File: src/rtl/mips_ctrl_pkg.sv
// Shared encodings for the multicycle MIPS control unit: opcodes, ALUOp codes,
// datapath mux selects and the FSM state encoding.
package mips_ctrl_pkg;

    localparam logic [5:0] OP_R    = 6'h00;
    localparam logic [5:0] OP_J    = 6'h02;
    localparam logic [5:0] OP_BEQ  = 6'h04;
    localparam logic [5:0] OP_BNE  = 6'h05;
    localparam logic [5:0] OP_ADDI = 6'h08;
    localparam logic [5:0] OP_ANDI = 6'h0c;
    localparam logic [5:0] OP_ORI  = 6'h0d;
    localparam logic [5:0] OP_LUI  = 6'h0f;
    localparam logic [5:0] OP_LW   = 6'h23;
    localparam logic [5:0] OP_SW   = 6'h2b;

    localparam logic [2:0] ALU_ADD   = 3'b000;
    localparam logic [2:0] ALU_OR    = 3'b001;
    localparam logic [2:0] ALU_LUI   = 3'b010;
    localparam logic [2:0] ALU_AND   = 3'b011;
    localparam logic [2:0] ALU_SUB   = 3'b100;
    localparam logic [2:0] ALU_LW    = 3'b101;
    localparam logic [2:0] ALU_SW    = 3'b110;
    localparam logic [2:0] ALU_FUNCT = 3'b111;

    localparam logic [1:0] SRCB_B       = 2'b00;
    localparam logic [1:0] SRCB_FOUR    = 2'b01;
    localparam logic [1:0] SRCB_IMM     = 2'b10;
    localparam logic [1:0] SRCB_IMM_SH2 = 2'b11;

    localparam logic [1:0] PCSRC_ALU    = 2'b00;
    localparam logic [1:0] PCSRC_ALUOUT = 2'b01;
    localparam logic [1:0] PCSRC_JUMP   = 2'b10;

    typedef enum logic [3:0] {
        S_IDLE     = 4'd0,
        S_FETCH    = 4'd1,
        S_DECODE   = 4'd2,
        S_EXEC_R   = 4'd3,
        S_EXEC_I   = 4'd4,
        S_MEM_ADDR = 4'd5,
        S_MEM_RD   = 4'd6,
        S_MEM_WR   = 4'd7,
        S_WB_ALU   = 4'd8,
        S_WB_MEM   = 4'd9,
        S_BRANCH   = 4'd10,
        S_JUMP     = 4'd11
    } state_t;

    function automatic logic is_imm_alu(input logic [5:0] op);
        return (op == OP_ADDI) || (op == OP_ORI) || (op == OP_ANDI) || (op == OP_LUI);
    endfunction

endpackage

File: src/rtl/mc_output_decode.sv
// Combinational control-word decode from the registered FSM state, with op and
// mem_ready qualifying only the few outputs that need them.
module mc_output_decode
    import mips_ctrl_pkg::*;
(
    input  logic [3:0] state,
    input  logic [5:0] op,
    input  logic       mem_ready,
    output logic       PCWrite,
    output logic       PCWriteCondEQ,
    output logic       PCWriteCondNE,
    output logic       IorD,
    output logic       MemRead,
    output logic       MemWrite,
    output logic       IRWrite,
    output logic       MemtoReg,
    output logic       RegDst,
    output logic       RegWrite,
    output logic       ALUSrcA,
    output logic [1:0] ALUSrcB,
    output logic [1:0] PCSrc,
    output logic [2:0] ALUOp,
    output logic       illegal_op
);

    always_comb begin
        PCWrite       = 1'b0;
        PCWriteCondEQ = 1'b0;
        PCWriteCondNE = 1'b0;
        IorD          = 1'b0;
        MemRead       = 1'b0;
        MemWrite      = 1'b0;
        IRWrite       = 1'b0;
        MemtoReg      = 1'b0;
        RegDst        = 1'b0;
        RegWrite      = 1'b0;
        ALUSrcA       = 1'b0;
        ALUSrcB       = SRCB_B;
        PCSrc         = PCSRC_ALU;
        ALUOp         = ALU_ADD;
        illegal_op    = 1'b0;
        case (state_t'(state))
            S_FETCH: begin
                // IR and PC only commit on the cycle the fetch actually completes
                MemRead = 1'b1;
                ALUSrcB = SRCB_FOUR;
                IRWrite = mem_ready;
                PCWrite = mem_ready;
            end
            S_DECODE: begin
                ALUSrcB    = SRCB_IMM_SH2;
                illegal_op = !(op == OP_R || is_imm_alu(op) || op == OP_LW || op == OP_SW
                               || op == OP_BEQ || op == OP_BNE || op == OP_J);
            end
            S_EXEC_R: begin
                ALUSrcA = 1'b1;
                ALUOp   = ALU_FUNCT;
            end
            S_EXEC_I: begin
                ALUSrcA = 1'b1;
                ALUSrcB = SRCB_IMM;
                case (op)
                    OP_ORI:  ALUOp = ALU_OR;
                    OP_ANDI: ALUOp = ALU_AND;
                    OP_LUI:  ALUOp = ALU_LUI;
                    default: ALUOp = ALU_ADD;
                endcase
            end
            S_MEM_ADDR: begin
                ALUSrcA = 1'b1;
                ALUSrcB = SRCB_IMM;
                ALUOp   = (op == OP_LW) ? ALU_LW : ALU_SW;
            end
            S_MEM_RD: begin
                MemRead = 1'b1;
                IorD    = 1'b1;
            end
            S_MEM_WR: begin
                MemWrite = 1'b1;
                IorD     = 1'b1;
            end
            S_WB_ALU: begin
                RegWrite = 1'b1;
                RegDst   = (op == OP_R);
            end
            S_WB_MEM: begin
                RegWrite = 1'b1;
                MemtoReg = 1'b1;
            end
            S_BRANCH: begin
                ALUSrcA       = 1'b1;
                ALUOp         = ALU_SUB;
                PCSrc         = PCSRC_ALUOUT;
                PCWriteCondEQ = (op == OP_BEQ);
                PCWriteCondNE = (op == OP_BNE);
            end
            S_JUMP: begin
                PCWrite = 1'b1;
                PCSrc   = PCSRC_JUMP;
            end
            default: ;
        endcase
    end

endmodule

File: src/rtl/multicycle_control.sv
// Multicycle MIPS sequencing FSM: state register, next-state logic and the
// retired-instruction counter; the control word comes from mc_output_decode.
module multicycle_control
    import mips_ctrl_pkg::*;
#(
    parameter int CNT_WIDTH = 32
) (
    input  logic                 clk,
    input  logic                 reset,
    input  logic                 run,
    input  logic [5:0]           op,
    input  logic                 mem_ready,
    output logic                 PCWrite,
    output logic                 PCWriteCondEQ,
    output logic                 PCWriteCondNE,
    output logic                 IorD,
    output logic                 MemRead,
    output logic                 MemWrite,
    output logic                 IRWrite,
    output logic                 MemtoReg,
    output logic                 RegDst,
    output logic                 RegWrite,
    output logic                 ALUSrcA,
    output logic [1:0]           ALUSrcB,
    output logic [1:0]           PCSrc,
    output logic [2:0]           ALUOp,
    output logic                 illegal_op,
    output logic [CNT_WIDTH-1:0] retired
);

    state_t               state_q, state_d;
    logic [CNT_WIDTH-1:0] retired_q, retired_d;
    logic                 retire;

    always_ff @(posedge clk or negedge reset) begin
        if (!reset) begin
            state_q   <= S_IDLE;
            retired_q <= '0;
        end else begin
            state_q   <= state_d;
            retired_q <= retired_d;
        end
    end

    always_comb begin
        state_d = state_q;
        retire  = 1'b0;
        case (state_q)
            S_IDLE:   if (run) state_d = S_FETCH;
            S_FETCH:  if (mem_ready) state_d = S_DECODE;
            S_DECODE: begin
                // Unknown opcodes fall straight back to FETCH; PC has already moved on
                if (op == OP_R)                        state_d = S_EXEC_R;
                else if (is_imm_alu(op))               state_d = S_EXEC_I;
                else if (op == OP_LW || op == OP_SW)   state_d = S_MEM_ADDR;
                else if (op == OP_BEQ || op == OP_BNE) state_d = S_BRANCH;
                else if (op == OP_J)                   state_d = S_JUMP;
                else                                   state_d = S_FETCH;
            end
            S_EXEC_R, S_EXEC_I: state_d = S_WB_ALU;
            S_MEM_ADDR: state_d = (op == OP_LW) ? S_MEM_RD : S_MEM_WR;
            S_MEM_RD: if (mem_ready) state_d = S_WB_MEM;
            S_MEM_WR: begin
                if (mem_ready) begin
                    state_d = S_FETCH;
                    retire  = 1'b1;
                end
            end
            S_WB_ALU, S_WB_MEM, S_BRANCH, S_JUMP: begin
                state_d = S_FETCH;
                retire  = 1'b1;
            end
            default: state_d = S_IDLE;
        endcase
    end

    always_comb begin
        retired_d = retired_q;
        if (retire) retired_d = retired_q + CNT_WIDTH'(1);
    end

    assign retired = retired_q;

    mc_output_decode u_decode (
        .state         (state_q),
        .op            (op),
        .mem_ready     (mem_ready),
        .PCWrite       (PCWrite),
        .PCWriteCondEQ (PCWriteCondEQ),
        .PCWriteCondNE (PCWriteCondNE),
        .IorD          (IorD),
        .MemRead       (MemRead),
        .MemWrite      (MemWrite),
        .IRWrite       (IRWrite),
        .MemtoReg      (MemtoReg),
        .RegDst        (RegDst),
        .RegWrite      (RegWrite),
        .ALUSrcA       (ALUSrcA),
        .ALUSrcB       (ALUSrcB),
        .PCSrc         (PCSrc),
        .ALUOp         (ALUOp),
        .illegal_op    (illegal_op)
    );

endmodule

File: config.mk
export PLATFORM = sky130hd
export DESIGN_NAME = multicycle_control
export DESIGN_NICKNAME = d
export VERILOG_FILES = /design/src/rtl/mips_ctrl_pkg.sv /design/src/rtl/mc_output_decode.sv /design/src/rtl/multicycle_control.sv
export SDC_FILE = /design/constraint.sdc
export NUM_CORES = 1
export LEC_CHECK = 0
export BUFFER_PORTS_ARGS = -buffer_cell sky130_fd_sc_hd__clkbuf_2
export CAP_MARGIN = 20
export CORE_ASPECT_RATIO = 0.5
export CORE_MARGIN = 10
export CORE_UTILIZATION = 30
export DETAILED_ROUTE_END_ITERATION = 16
export MAX_ROUTING_LAYER = met4
export SETUP_SLACK_MARGIN = 0.02
export SYNTH_ARGS = -nofsm -noshare
export SYNTH_HDL_FRONTEND = slang
export SYNTH_SLANG_ARGS = --single-unit
File: constraint.sdc
create_clock -name clk -period 3.6 [get_ports clk]
set_input_delay 0.18 -clock clk [delete_from_list [all_inputs] [get_ports clk]]
set_output_delay 0.18 -clock clk [all_outputs]
set_load 0.03 [all_outputs]
* Word level (Yosys, flattened, before mapping)
Index checks and enable logic that the tools add are counted.
Widths: inputs -> output; s select.
** Word-level totals
- Logic and storage cells :: 79
- Register bits :: 36
- Output and inout bits :: 51
** Cells by class
- Eq/ne operators :: 24
- Reduce and logical (&&, ||, !) cells :: 22
- Muxes and demuxes :: 30
- Add/subtract/negate cells :: 1
** Operators by type and width (number)
- $mux 4 :: 9
- $add 32x1->32 const B :: 1
- $pmux 4 s8 :: 1
- $eq 6x4->1 const B :: 4
- $eq 4x3->1 const B :: 4
- $eq 4x4->1 const B :: 4
- $mux 1 :: 13
- $eq 6x3->1 const B :: 2
- $eq 6x6->1 const B :: 2
- $pmux 2 s3 :: 2
- $pmux 3 s4 :: 1
- $logic_or 1x1->1 :: 11
- $reduce_or 2->1 :: 5
- $eq 4x2->1 const B :: 2
- $ne 2x2->1 const B :: 4
- $reduce_or 4->1 :: 2
- $eq 6x2->1 const B :: 1
- $logic_not 6->1 :: 1
- $eq 4x1->1 const B :: 1
- $logic_not 4->1 :: 1
- $pmux 1 s2 :: 2
- $pmux 2 s2 :: 1
- $reduce_and 4->1 :: 1
- $mux 2 :: 1
- $logic_not 1->1 :: 1

* Depth between registers and ports, before layout
Gate-level depths: netlist of run 1.
- Depth after elaboration :: 12
- Depth in mapped cells :: 6

* Modules after synthesis
From an unflattened synthesis of run 1, not the netlist that was laid out.
** Second synthesis, totals
- Cell total of the unflattened synthesis :: 256
- Area total of the unflattened synthesis :: 2447.3 µm²
** By module, submodules not included
- multicycle_control :: area each 2064.5 µm², times used 1, sequential area each 900.9 µm², cells each 193
- mc_output_decode :: area each 382.9 µm², times used 1, sequential area each 0.0 µm², cells each 63

* Worst setup path after synthesis of run 1
Ideal clock, no wire load.
- Kind :: register to output
- Start :: reg state_q[2]
- End :: out PCWriteCondNE
- Slack :: 1.326 ns
- Cell stages (with the launch flop) :: 6
- Data arrival time :: 2.094 ns
- Path through :: dfrtp_1 nand2b_1 clkbuf_1 nor2_1 nand3_1 nor3b_1
** On the way
- Longest elaborated chain between the ends :: 2
** Ends and longest elaborated chain
- from (decl) :: RTL line multicycle_control.sv:31 : state_t state_q, state_d;
- from (signal assigned) :: RTL line multicycle_control.sv:40 : state_q <= state_d;
- $eq 4x4->1 :: RTL line mc_output_decode.sv:42 : case (state_t'(state))
- $mux 1 :: RTL line mc_output_decode.sv:42
- to (decl) :: RTL line multicycle_control.sv:15 : output logic PCWriteCondNE,
No other way between the ends.

* Worst setup path after layout of run 1
- Start :: reg retired_q[4] (netlist: retired[4])
- End :: reg retired_q[30] (netlist: retired[30])
** On the way
- Longest elaborated chain between the ends :: 1
** Ends and longest elaborated chain
- from (decl) :: RTL line multicycle_control.sv:32 : logic [CNT_WIDTH-1:0] retired_q, retired_d;
- from (signal assigned) :: RTL line multicycle_control.sv:41 : retired_q <= retired_d;
- $add 32x1->32 :: RTL line multicycle_control.sv:79 : if (retire) retired_d = retired_q + CNT_WIDTH'(1);
No other way between the ends.
A chain may end at the register's enable or synchronous reset.

==> impl_metrics.csv, run 1 <==
group,metric,value,unit
die,core,0.006884,mm2
critical_path,start_kind,"flop",
clock_tree,insertion_delay,0.28,ns
final_layout,drive_gt1_share,26.71,%
synth,syn_avg_cell_area,9.304,um2
final_layout,n_fill_cell,704,
synth,synthArstFlopShare,100.0,%
critical_path,r2r_slack,1.46,ns
final_layout,regArea,900.9,um2
clock_tree,tritoncts,"yes",
clock_tree,ctsHoldBuffers,0,
synth,synth_seq_cells,36,
routing,firstDrtPassIters,4,
grt,antenna_found_initial,0,
final_layout,syn2layout_area_growth,23.02,%
critical_path,timing.rr.start,"retired[4]$_DFFE_PN0P_",
grt,grt_pass1_wl,10190,um
placed_design,numPortBuffers,60,
final_layout,nets,302,
sta,tns,0,ns
synth,syn-cell-area,0.002196,mm2
routing,wirelength,5886,um
grt,grt_use_total,11.13,%
placed_design,dp_hpwl,4489,um
final_layout,finalInstanceArea,0.002701,mm2
sta,setup_viol,0,
clock_tree,clk_path_buf_depth,2,
routing,viasPerCell,5.083,
synth,syn_nets,247,
sta,skew,0.002387,ns
synth,synth-edff-count,0,
critical_path,r2r-end,"retired[30]$_DFFE_PN0P_",
sta,max_slew_margin,39.43,%
grt,grt_pass1_vias,1995,
clock_tree,post_cts_buffers,0,
placed_design,gp_congestion,0.8707,
flow_run,cap_violations,0,
routing,ant_nets,0,
critical_path,worstSetupPathType,"flop to flop",
clock_tree,cts_root_buffer,"clkbuf_16",
critical_path,crit_fanout,11,
status,outcome,"completed",
final_layout,antenna_cells,0,
synth,seq_area_frac_synth,41.03,%
clock_tree,ctsHtreeMaxLevel,2,
final_layout,multi_input_area,0.001205,mm2
clock_tree,cts.repair.resized,0,
synth,synthFlopType,"dfrtp_1",
routing,wl_per_cell,15.33,um
clock_tree,path_clk_slew,0.05,ns
power,p_leak,1.139,nW
critical_path,worstRegToRegCells,4,
grt,grt_max_degree,37,
critical_path,required,3.80,ns
routing,drt-initial-drc-count,118,
routing,drc_errors,0,
clock_tree,numCtsBuffers,5,
critical_path,critPathCaptureType,"flop",
die,ios,61,
clock_tree,clock-sinks,36,
synth,yosys_warnings,0,
die,row_count,21,
synth,synthDistinctLibCells,47,
hold_path,hp-class,"input port to async pin",
sta,fin_crit_sh,59.49,%
sta,worst_pin_slew,0.9086,ns
placed_design,place_area,0.002555,mm2
sta,slew_viol_final,0,
die,die_x,141.0,um
grt,grt-ovfl-total,0,
sta,fmax,466.9,MHz
power,pwr_density_cell,617.9,mW/mm2
die,start_util,31.90,%
sta,rsz0062_at_grt,"no",
sta,min_period,2.142,ns
critical_path,cp_data_arrival_time,2.34,ns
die,die_height,80.50,um
routing,via_count,1952,
power,ir_drop,342.0,uV
die,fp.dieArea,0.01135,mm2
synth,syn_inst,236,
sta,hold_viol_final,0,
==> cell type report <==
| class | count | area share (%) |
|---|---|---|
| sequential | 36 | 33.35 |
| inverter | 9 | 1.251 |
| tap | 92 | 4.261 |
| timing repair buffer | 60 | 11.12 |
| clock buffer | 8 | 5.419 |
| multi-input combinational | 179 | 44.60 |
==> cell usage after synthesis, types with 2 or more instances <==
master | count | area share (%)
o21ai_0 | 6 | 1.4
nand2_1 | 15 | 2.6
and3b_1 | 3 | 1.2
nor3_1 | 14 | 3.2
and4_1 | 4 | 1.6
a21boi_1 | 2 | 0.68
nor4_2 | 6 | 3.4
xnor2_1 | 12 | 4.8
inv_1 | 9 | 1.5
o22ai_1 | 3 | 0.85
nor4_1 | 6 | 1.7
nand3b_1 | 2 | 0.68
xor2_1 | 21 | 8.4
dfrtp_1 | 36 | 41
nand4_1 | 4 | 1.1
buf_2 | 3 | 0.68
nand2b_1 | 7 | 2.0
and3_1 | 2 | 0.57
and4b_1 | 2 | 0.91
nor2b_1 | 2 | 0.57
a211oi_1 | 6 | 2.1
nor2_1 | 20 | 3.4
a21oi_1 | 3 | 0.68
mux2_2 | 2 | 1.0
a31oi_1 | 3 | 0.85
nand3_1 | 15 | 3.4
clkbuf_1 | 8 | 1.4
==> sequential cells by signal (all words and copies together), names as in the netlist <==
register / count
state_q: 4
retired: 32
==> placed cells by master (no fill, tap or decap), types with 7 or more instances in the layout <==
cell type  synthesis  routed
nand3_1           15      15
nand2b_1           7       7
dfrtp_1           36      36
clkbuf_2           0      60
inv_1              9       9
xor2_1            21      21
nand2_1           15      15
nor2_1            20      20
xnor2_1           12      12
nor3_1            14      14
==> logic make-up after synthesis <==
family	count (synthesis)	share of synthesized area, %
buf+inv	21	4.102
fa+ha+maj	1	0.5697
mux	3	1.481
simple gates	110	29.80
compound gates	32	9.858
xor+xnor	33	13.16
flops	36	41.03
==> how the worst max path moves through the flow <==
stage / startpoint / end / slack, ns / cells after the start
after global routing: retired[4]$_DFFE_PN0P_ / retired[30]$_DFFE_PN0P_ / 1.29 / 4
final: retired[4]$_DFFE_PN0P_ / retired[30]$_DFFE_PN0P_ / 1.46 / 4
after CTS: retired[4]$_DFFE_PN0P_ / retired[30]$_DFFE_PN0P_ / 1.47 / 4
after floorplan: state_q[2]$_DFFE_PN0P_ / PCWriteCondNE / 1.33 / 5
after detailed placement: retired[4]$_DFFE_PN0P_ / retired[30]$_DFFE_PN0P_ / 1.47 / 4
after global placement: retired[4]$_DFFE_PN0P_ / retired[30]$_DFFE_PN0P_ / 1.57 / 4
==> power breakdown <==
group,switching (mW),internal (mW)
registers,0.115,0.457
clock network,0.147,0.275
logic,0.458,0.217
==> metal layers <==
| metal | track usage (%) | share of wire (%) |
|---|---|---|
| met1 | 13.93 | 48 |
| met5 | - | 0 |
| met2 | 17.01 | 46 |
| met3 | 2.584 | 5.0 |
| met4 | 4.508 | 1.1 |
==> metrics by stage <==
step / std cells / hold slack [ns] / total power [mW] / utilization (%) / worst slack, ns
floorplan: 236 / -0.1156 / 1.050 / - / 1.326
finish: 384 / 0.02532 / 1.669 / 39.24 / 1.458
CTS: 384 / 0.06197 / 1.689 / 39.24 / 1.473
global route: 384 / 0.1031 / 1.786 / 39.24 / 1.286
global placement: 376 / 0.3467 / 1.245 / 37.11 / 1.569
detailed placement: 376 / 0.3564 / 1.254 / 37.11 / 1.473
==> worst max-delay path: stages, from the launching register on <==
cell and delay, ns:
dfrtp_1 0.44, nand4_1 0.40, or4_1 0.72, nor4_2 0.32, xor2_1 0.17
Note: power is estimated with default switching activity, not from simulation.
==> run 2: changes to the inputs <==
- clock period: 3.6 -> 1.75 ns (I/O delays scaled with it)
==> run 2 against run 1 <==
Global-route usage rose by 0.90 points. Routed wire length rose by 13%. Largest cell class unchanged. Cell count rose by 11%. Non-clock buffer count rose by 42. Die area did not move. Core utilization rose by 9.3 points. Via count rose by 11%. Clock power rose by 110%. Maximum frequency rose by 23%. Clock skew rose by 0.0050 ns. Total power rose by 140%. Worst hold slack improved by 0.22 ns.
==> impl_metrics.csv, run 2 (synthesized netlist as in run 1, its figures left out) <==
group,metric,value,unit
status,outcome,"completed",
power,p_leak,1.512,nW
sta,slew_viol_final,0,
placed_design,gp_congestion,0.8768,
grt,grt_use_total,12.03,%
die,start_util,31.90,%
critical_path,critPathCaptureType,"flop",
final_layout,antenna_cells,0,
critical_path,required,1.96,ns
clock_tree,tritoncts,"yes",
grt,antenna_found_initial,0,
routing,viasPerCell,5.063,
flow_run,cap_violations,0,
die,core,0.006884,mm2
sta,skew,0.007346,ns
final_layout,mostFrequentLayoutCell,"clkbuf_2",
sta,hold_viol_final,0,
critical_path,start_kind,"flop",
grt,grt-ovfl-total,0,
placed_design,post-place-cells,402,
routing,wirelength,6634,um
critical_path,worstPathCellList,"nand4_1 -> or4_4 -> nor4b_4 -> xor2_1",
clock_tree,clock-sinks,36,
hold_path,hp-class,"input port to flop",
final_layout,n_fill_cell,652,
clock_tree,clk_path_buf_depth,2,
routing,drt-initial-drc-count,131,
power,ir_drop,706.3,uV
sta,rsz0062_at_grt,"yes",
die,die_height,80.50,um
final_layout,fin_cells,426,
critical_path,cp_data_arrival_time,1.95,ns
final_layout,mostFrequentLayoutCells,"clkbuf_2 (52), buf_4 (38), dfrtp_1 (22)",
power,pwr_density_cell,1214,mW/mm2
final_layout,nets,344,
placed_design,dp_hpwl,4824,um
sta,worst_hold_slack,0.2434,ns
grt,grt_pass1_vias,2225,
sta,worst_pin_slew,0.4865,ns
clock_tree,path_clk_slew,0.06,ns
sta,fin_crit_sh,99.54,%
sta,min_period,1.742,ns
placed_design,numPortBuffers,60,
grt,grt_max_degree,37,
routing,firstDrtPassIters,4,
power,power,4.059,mW
sta,fmax,574.1,MHz
clock_tree,numCtsBuffers,5,
sta,max_slew_margin,67.32,%
die,row_count,21,
routing,drc_errors,0,
routing,via_count,2157,
grt,grt_pass1_wl,10920,um
final_layout,drive_gt1_share,49.40,%
die,fp.dieArea,0.01135,mm2
final_layout,final_util,48.56,%
clock_tree,ctsHtreeMaxLevel,2,
routing,wl_per_cell,15.57,um
critical_path,crit_fanout,6,
routing,ant_nets,0,
sta,setup_viol,0,
clock_tree,cts_root_buffer,"clkbuf_16",
final_layout,largest_reg_flops,32,
critical_path,slowest_delay,0.65,ns
clock_tree,insertion_delay,0.28,ns
sta,tns,0,ns
die,die_x,141.0,um
final_layout,syn2layout_area_growth,52.25,%
critical_path,slowest_stage,"or4_4",
critical_path,worstSetupPathType,"flop to flop",
die,ios,61,
## run 2: layout make-up
cell class                 instances  area, um2  share of cell area, %
multi-input combinational        179       1441                  43.11
sequential                        36      918.4                  27.47
timing repair buffer             102      683.2                  20.43
clock buffer                       6      138.9                  4.154
tap                               92      115.1                  3.443
inverter                           9      36.28                  1.085
clock inverter                     2      10.01                 0.2994
## run 2: worst max-delay path, delay by kind of cell (launching register included)
family                    cells  cell delay (ns)
xor gates and xnor gates      1             0.17
and+or+nand+nor               3             1.13
DFF                           1             0.37
## run 2: final timing paths
| path | to | startpoint | cells past startpoint | slack [ns] |
|---|---|---|---|---|
| setup / recovery | retired[29]$_DFFE_PN0P_ | retired[13]$_DFFE_PN0P_ | 4 | 0.008 |
| hold / removal | state_q[1]$_DFFE_PN0P_ | mem_ready | 3 | 0.24 |
| setup reg to reg | retired[29]$_DFFE_PN0P_ | retired[13]$_DFFE_PN0P_ | 4 | 0.008 |
| hold reg to reg | retired[31]$_DFFE_PN0P_ | retired[31]$_DFFE_PN0P_ | 1 | 0.47 |
| max in group asynchronous | retired[12]$_DFFE_PN0P_ | reset | 3 | 1.00 |
| min in group asynchronous | state_q[1]$_DFFE_PN0P_ | reset | 3 | 0.39 |
## run 2: per-stage QoR
step	worst slack, ns	instance area (um2)
floorplan	-0.05506	2276
global placement	-0.03111	2830
detailed placement	-0.06470	2830
CTS	0.01020	3119
global route	-0.08824	3343
finish	0.008039	3343
## run 2: metal layers
layer	global-route usage (%)	wire length [um]	vias to the layer above
met1	14.49	3132	1046
met3	2.819	217	4
met2	19.56	3209	59
li1	-	-	1048
met4	3.996	74	0
met5	-	0	-
## run 2: what timing repair did
action                                 4_1_cts  5_1_grt
setup endpoints to repair                   16       33
setup buffers                                2       13
resized for setup                           23       35
hold buffers                                 1        0
endpoints found under the hold margin       36        0
pin swaps                                    4       16
## run 2: power breakdown
group / switching (mW) / internal, mW / total (mW) / leakage (nW)
Clock: 0.335 / 0.561 / 0.896 / 0.0766
Sequential: 0.0959 / 0.952 / 1.05 / 0.403
Combinational: 1.26 / 0.859 / 2.12 / 1.03
